<file path="config.mk">
export PLATFORM = sky130hd
export DESIGN_NAME = alu_sequencer
export DESIGN_NICKNAME = d
export VERILOG_FILES = /design/src/rtl/alu_sequencer.sv
export SDC_FILE = /design/constraint.sdc
export NUM_CORES = 1
export LEC_CHECK = 0
export BUFFER_PORTS_ARGS = -buffer_cell sky130_fd_sc_hd__clkbuf_2
export CORE_ASPECT_RATIO = 1.2
export CORE_MARGIN = 2
export CORE_UTILIZATION = 40
export CTS_BUF_LIST = sky130_fd_sc_hd__clkbuf_2
export DETAILED_ROUTE_END_ITERATION = 8
export PLACE_DENSITY = 0.7
export SYNTH_ARGS = -nofsm -noshare
export SYNTH_HDL_FRONTEND = slang
export SYNTH_SLANG_ARGS = --single-unit
</file>
<file path="constraint.sdc">
create_clock -name clk -period 1.6 [get_ports clk]
set_input_delay 0.08 -clock clk [delete_from_list [all_inputs] [get_ports clk]]
set_output_delay 0.08 -clock clk [all_outputs]
set_load 0.01 [all_outputs]
</file>
<file path="src/rtl/alu_sequencer.sv">
// Command sequencer driving an external 4-bit ALU through an accumulator.
// Optional zero flag on the response when ALUSEQ_ZFLAG_EN is defined.
module alu_sequencer #(
    parameter int unsigned ALU_LAT = 1
) (
    input  logic       clk,
    input  logic       rst,
    input  logic       cmd_valid_i,
    output logic       cmd_ready_o,
    input  logic [2:0] cmd_op_i,
    input  logic [3:0] cmd_data_i,
    output logic [3:0] alu_a_o,
    output logic [3:0] alu_b_o,
    output logic [1:0] alu_s_o,
    input  logic [3:0] alu_sum_i,
    input  logic       alu_cout_i,
    output logic       rsp_valid_o,
    input  logic       rsp_ready_i,
    output logic [3:0] rsp_acc_o,
`ifdef ALUSEQ_ZFLAG_EN
    output logic       rsp_zero_o,
`endif
    output logic       rsp_carry_o
);

    localparam logic [1:0] CntInit = 2'(ALU_LAT - 1);

    typedef enum logic [1:0] {StIdle, StIssue, StRespond} state_e;

    state_e     state_q, state_d;
    logic [3:0] acc_q, acc_d;
    logic       carry_q, carry_d;
    logic [1:0] op_q, op_d;
    logic [3:0] opnd_q, opnd_d;
    logic [1:0] cnt_q, cnt_d;
    logic       cmd_accept;

    assign cmd_accept = cmd_valid_i && cmd_ready_o;

    always_ff @(posedge clk or posedge rst) begin
        if (rst) begin
            state_q <= StIdle;
        end else begin
            state_q <= state_d;
        end
    end

    always_comb begin
        state_d = state_q;
        case (state_q)
            StIdle: begin
                if (cmd_accept) begin
                    state_d = cmd_op_i[2] ? StRespond : StIssue;
                end
            end
            StIssue: begin
                if (cnt_q == 2'd0) begin
                    state_d = StRespond;
                end
            end
            StRespond: begin
                if (rsp_ready_i) begin
                    state_d = StIdle;
                end
            end
            default: state_d = StIdle;
        endcase
    end

    always_comb begin
        cmd_ready_o = (state_q == StIdle) && !rst;
        alu_a_o     = acc_q;
        alu_b_o     = (state_q == StIssue) ? opnd_q : 4'h0;
        alu_s_o     = (state_q == StIssue) ? op_q : 2'b00;
        rsp_valid_o = (state_q == StRespond);
        rsp_acc_o   = acc_q;
        rsp_carry_o = carry_q;
    end

    always_comb begin
        acc_d   = acc_q;
        carry_d = carry_q;
        op_d    = op_q;
        opnd_d  = opnd_q;
        cnt_d   = cnt_q;
        if ((state_q == StIdle) && cmd_accept) begin
            op_d    = cmd_op_i[1:0];
            opnd_d  = cmd_data_i;
            cnt_d   = CntInit;
            carry_d = 1'b0;
            case (cmd_op_i)
                3'b100:  acc_d = cmd_data_i;
                3'b101:  acc_d = 4'h0;
                default: acc_d = acc_q;
            endcase
        end else if (state_q == StIssue) begin
            if (cnt_q == 2'd0) begin
                acc_d   = alu_sum_i;
                // Only the adder produces a carry; the incrementer has none.
                carry_d = (op_q == 2'b00) && alu_cout_i;
            end else begin
                cnt_d = cnt_q - 2'd1;
            end
        end
    end

    always_ff @(posedge clk or posedge rst) begin
        if (rst) begin
            acc_q   <= 4'h0;
            carry_q <= 1'b0;
            op_q    <= 2'b00;
            opnd_q  <= 4'h0;
            cnt_q   <= 2'd0;
        end else begin
            acc_q   <= acc_d;
            carry_q <= carry_d;
            op_q    <= op_d;
            opnd_q  <= opnd_d;
            cnt_q   <= cnt_d;
        end
    end

`ifdef ALUSEQ_ZFLAG_EN
    logic zero_q, zero_d;

    // Updated only when a result is produced, so it holds with the response.
    always_comb begin
        zero_d = zero_q;
        if (((state_q == StIdle) && cmd_accept) ||
            ((state_q == StIssue) && (cnt_q == 2'd0))) begin
            zero_d = (acc_d == 4'h0);
        end
    end

    always_ff @(posedge clk or posedge rst) begin
        if (rst) begin
            zero_q <= 1'b0;
        end else begin
            zero_q <= zero_d;
        end
    end

    assign rsp_zero_o = zero_q;
`endif

endmodule

</file>
Word level (Yosys, flattened, before mapping)
Cells that the tools add are included.
Widths: inputs -> output; s select.
{"block": "word_totals", "reg_bits": 15, "in_bits": 16, "output_inout_bits": 17, "elab_cells": 47}
{"block": "classes", "n_addsub": 1, "eq_ne": 9, "n_mux": 17, "n_reduce_logical": 14}
{"operator": "$mux 2", "count": 8}
{"operator": "$mux 4", "count": 4}
{"operator": "$pmux 4 s2", "count": 1}
{"operator": "$eq 3x3->1 const B", "count": 2}
{"operator": "$logic_not 2->1", "count": 3}
{"operator": "$pmux 2 s3", "count": 1}
{"operator": "$reduce_and 3->1", "count": 2}
{"operator": "$logic_and 1x1->1", "count": 4}
{"operator": "$ne 2x1->1 const B", "count": 2}
{"operator": "$ne 2x2->1 const B", "count": 2}
{"operator": "$reduce_and 2->1", "count": 2}
{"operator": "$reduce_bool 2->1", "count": 2}
{"operator": "$mux 1", "count": 3}
{"operator": "$ne 3x1->1 const B", "count": 1}
{"operator": "$eq 2x1->1 const B", "count": 1}
{"operator": "$eq 2x2->1 const B", "count": 1}
{"operator": "$sub 2x1->2 const B", "count": 1}
{"operator": "$logic_not 1->1", "count": 1}

Depth between registers and ports, before layout
{"block": "logic_depth", "ltp_word": 6, "ltp_mapped": 5}

Worst setup path before layout
Ideal clock, no wire load.
{"block": "synth_path", "kind": "register to register", "start": "register cnt_q[0]", "end": "register carry_q, in the netlist rsp_carry_o", "setup_time_ps": 77, "arrival_time_ps": 1407, "setup_slack_ps": 116, "stages_incl_launch_ff": 6, "n_path_buf": 0, "path_cell_list": "dfrtp_1 > inv_1 > ha_1 > nand3b_4 > or4b_1 > a21oi_1"}
{"block": "synth_between", "elab_chain_cells": 3}
{"element": "start: declaration", "line": "35", "rtl": "logic [1:0] cnt_q, cnt_d;"}
{"element": "start signal: assignment", "line": "119", "rtl": "cnt_q <= cnt_d;"}
{"element": "$logic_not 2->1", "line": "97", "rtl": "if (cnt_q == 2'd0) begin"}
{"element": "$reduce_bool 2->1 (no line)"}
{"element": "$reduce_and 2->1 (no line)"}
{"element": "end signal: assignment", "line": "116", "rtl": "carry_q <= carry_d;"}
{"element": "end: declaration", "line": "32", "rtl": "logic carry_q, carry_d;"}
Every way passes these cells.
A chain may end at the register's enable or synchronous reset.

Worst setup path in the final report
{"block": "layout_path", "start": "register state_q[1]", "end": "output alu_b_o[0]"}
{"block": "layout_between", "elab_chain_cells": 2}
{"element": "start: declaration", "line": "30", "rtl": "state_e state_q, state_d;"}
{"element": "start signal: assignment", "line": "42", "rtl": "state_q <= StIdle;"}
{"element": "start signal: assignment", "line": "44", "rtl": "state_q <= state_d;"}
{"element": "$eq 2x1->1", "line": "73", "rtl": "alu_b_o = (state_q == StIssue) ? opnd_q : 4'h0;"}
{"element": "$mux 4", "line": "73"}
{"element": "end: declaration", "line": "13", "rtl": "output logic [3:0] alu_b_o,"}
Every way passes these cells.

==> run_results.csv <==
group,metric,value,unit
outcome,status,"finished clean",
flow_run,cap_violations,0,
worst_setup_path,r2r_start,"state_q[1]",
power,finalPower,1.576,mW
worst_setup_path,start_kind,"flop",
hold_path,hp-class,"in -> reg",
sta,fin_crit,1.502,ns
drt,first_iter_violations,12,
die,die_w,45.29,microns
sta,grt_setup_unrepaired,"false",
worst_setup_path,end_kind,"output port",
logic_synthesis,synthTopCellsByArea,"dfrtp_1 46%, nand2_1 9.2%, o221a_2 5.5%, and2_1 5.4%, buf_4 3.7%",
die,core_area,0.001893,sq mm
placed_design,dp_hpwl,1324,microns
worst_setup_path,worst_ep_arrival_time,1.42,ns
drt,ant_nets,0,
worst_setup_path,reg2reg_to,"state_q[0]",
logic_synthesis,yosys_warnings,0,
drt,viasPerCell,5.055,
drt,vias,733,
power,power.density,1415,mW/mm^2
drt,post_drt_wl_per_cell,12.42,microns
placed_design,placed_area,988.4,sq um
worst_setup_path,rr_worst_depth,3,
cts,htreeDepth,1,
sta,max_slew.worst_pin.slew,0.5753,ns
worst_setup_path,critPathSlowestCell,"dfrtp_1",
hold_path,hold_end,"alu_a_o[0]",
cts,cts_buffer_depth,2,
cts,cts.sinks,15,
logic_synthesis,netlist_instances,84,
hold_path,worstHoldPathCells,2,
worst_setup_path,cp_top_family,"flip-flops",
cts,cts_made_buffers,3,
worst_setup_path,r2r_slack,0.15,ns
drt,wl,1801,microns
worst_setup_path,path_class,"reg -> out",
global_routing,grt_use_total,0.1605,
logic_synthesis,synthTopCellsByCount,"20 x nand2_1, 15 x dfrtp_1, 7 x and2_1, 5 x inv_1",
sta,fin_tns_setup,0,ns
global_routing,grt_pass1_wl,2780,microns
die,start_util,0.4323,
global_routing,antenna_found_initial,0,
logic_synthesis,synth.distinct_cells,24,
logic_synthesis,synthFlopType,"dfrtp_1",
die,io_pins,33,
cts,cts-root-buf,"clkbuf_2",
logic_synthesis,yosys.cell_count.top_type,"nand2_1",
cts,cts_tree,"built",
worst_setup_path,path_buf_inv,2,
drt,drtPass1Iterations,4,
sta,max_freq,0.6659,GHz
worst_setup_path,cp_max_fo,7,
logic_synthesis,syn-num-nets,101,
sta,min_period_over_period,0.9385,
die,die_h,53.55,microns
finish,fin_area,0.001114,sq mm
hold_path,min_from,"alu_sum_i[0]",
power,power_leakage,0.5624,nW
worst_setup_path,cpPeakStageDelay,0.51,ns
global_routing,grt_max_degree,16,
finish,antennaDiodeCount,0,
logic_synthesis,seq_area_frac_synth,0.4587,
finish,synthToLayoutAreaGrowth,36.09,%
global_routing,gr-total-overflow,0,
finish,layout-drive-gt1-share,0.4206,
logic_synthesis,syn_area,818.3,sq um
logic_synthesis,synth_seq_cells,15,
placed_design,place_congestion,0.7582,
logic_synthesis,synth_top_area_share,0.4587,
die,die-area,0.002425,sq mm
finish,fillerInstances,163,
sta,drv_slew,0,
finish,nets,144,
drt,route.detailed.drc,0,
sta,setup_violations,0,
placed_design,io_buffers,32,
sta,relSlewSlack,0.6161,
worst_setup_path,crit_chain,"nor2b_2, buf_4, and2_1, clkbuf_2",
cts,cts_setup_buffers,0,
worst_setup_path,crit_required,1.52,ns
sta,hold_viol,0,
logic_synthesis,synthArstFlopShare,1.000,
cts,clk_pin_slew,0.16,ns
die,rows,17,
logic_synthesis,avgSynthCellArea,9.741,sq um
sta,fin_skew,0.02226,ns
logic_synthesis,yosysTopAreaCell,"dfrtp_1",
power,ir_drop,765.8,uV
cts,clk_latency,0.30,ns
global_routing,grt_pass1_vias,645,
logic_synthesis,synth_edf_count,0,
-- cell type report --
class	instances	area [sq um]	share of cell area
clock buffers	3	15.01	0.01348
well taps	19	23.77	0.02135
repair buffers	45	277.8	0.2494
clock inverters	1	5.005	0.004494
flip-flops and latches	15	376.6	0.3382
multi-input cells	57	396.6	0.3562
inverters	5	18.77	0.01685
-- sequential cells by signal (all words and copies together), names as in the netlist --
signal,flops
alu_a_o,4
rsp_carry_o,1
op_q,2
opnd_q,4
state_q,2
cnt_q,2
-- cell usage in the layout, fill, tap and decap left out, drive strengths merged --
master / n
a21oi: 1
nand2: 20
nand3b: 1
or4b: 2
nor2b: 2
a211oi: 1
dfrtp: 15
clkinv: 1
inv: 5
and2: 7
nand2b: 4
ha: 1
buf: 5
nand3: 4
clkbuf: 35
o22ai: 1
o311ai: 1
nor3b: 1
nor3: 1
a22o: 1
o221a: 4
xnor2: 1
dlygate4sd3: 8
nor2: 3
nor4b: 1
-- worst max-delay path by stage --
stage,start,to,slack (ns),cells past startpoint
after floorplan,cnt_q[0],rsp_carry_o,0.12,5
after CTS,state_q[0],state_q[0],0.03,3
after global routing,state_q[1],alu_s_o[1],0.006,4
after global placement,state_q[0],state_q[0],0.10,3
final,state_q[1],alu_b_o[0],0.1,4
after detailed placement,state_q[0],state_q[0],0.07,3
-- metal layers --
| layer | GRT usage | vias up | part of all wire |
|---|---|---|---|
| met3 | 0.02013 | 4 | 0.047 |
| met2 | 0.2738 | 25 | 0.49 |
| li1 | - | 361 | - |
| met1 | 0.1929 | 343 | 0.45 |
| met4 | 0.08824 | 0 | 0.016 |
| met5 | 0 | - | 0 |
-- metrics by stage --
| step | cells | worst slack [ns] | util | hold slack, ns |
|---|---|---|---|---|
| after global placement | 133 | 0.1031 | 0.5221 | 0.2087 |
| after global routing | 145 | 0.006484 | 0.5882 | 0.04696 |
| after CTS | 145 | 0.03005 | 0.5763 | 0.04437 |
| final | 145 | 0.09834 | 0.5882 | 0.04826 |
| after floorplan | 84 | 0.1155 | - | -0.01852 |
| after detailed placement | 133 | 0.06994 | 0.5221 | 0.2144 |
-- logic make-up (layout without fill, tap and decap cells) --
| logic type | count (synthesis) | count (layout) | share of synthesized area |
|---|---|---|---|
| and+or+nand+nor | 46 | 46 | 0.3226 |
| xor gates and xnor gates | 1 | 1 | 0.01071 |
| adders and majority gates | 1 | 1 | 0.01529 |
| DFF | 15 | 15 | 0.4587 |
| AOI/OAI and AO/OA | 9 | 9 | 0.1070 |
| buffers and inverters | 12 | 54 | 0.08563 |
-- power by group --
| group | internal, mW | switching (mW) | total [mW] |
|---|---|---|---|
| combinational | 0.367 | 0.346 | 0.713 |
| sequential | 0.544 | 0.136 | 0.679 |
| clock | 0.0565 | 0.127 | 0.183 |
| total | 0.967 | 0.608 | 1.58 |
-- repair_timing --
action / CTS / global route
hold endpoints to repair: 22 / 0
cloned: 0 / 0
resized for setup: 1 / 5
setup endpoints to repair: 4 / 7
hold buffers: 8 / 0
pin swaps: 0 / 0
(Power assumes the default switching activity.)
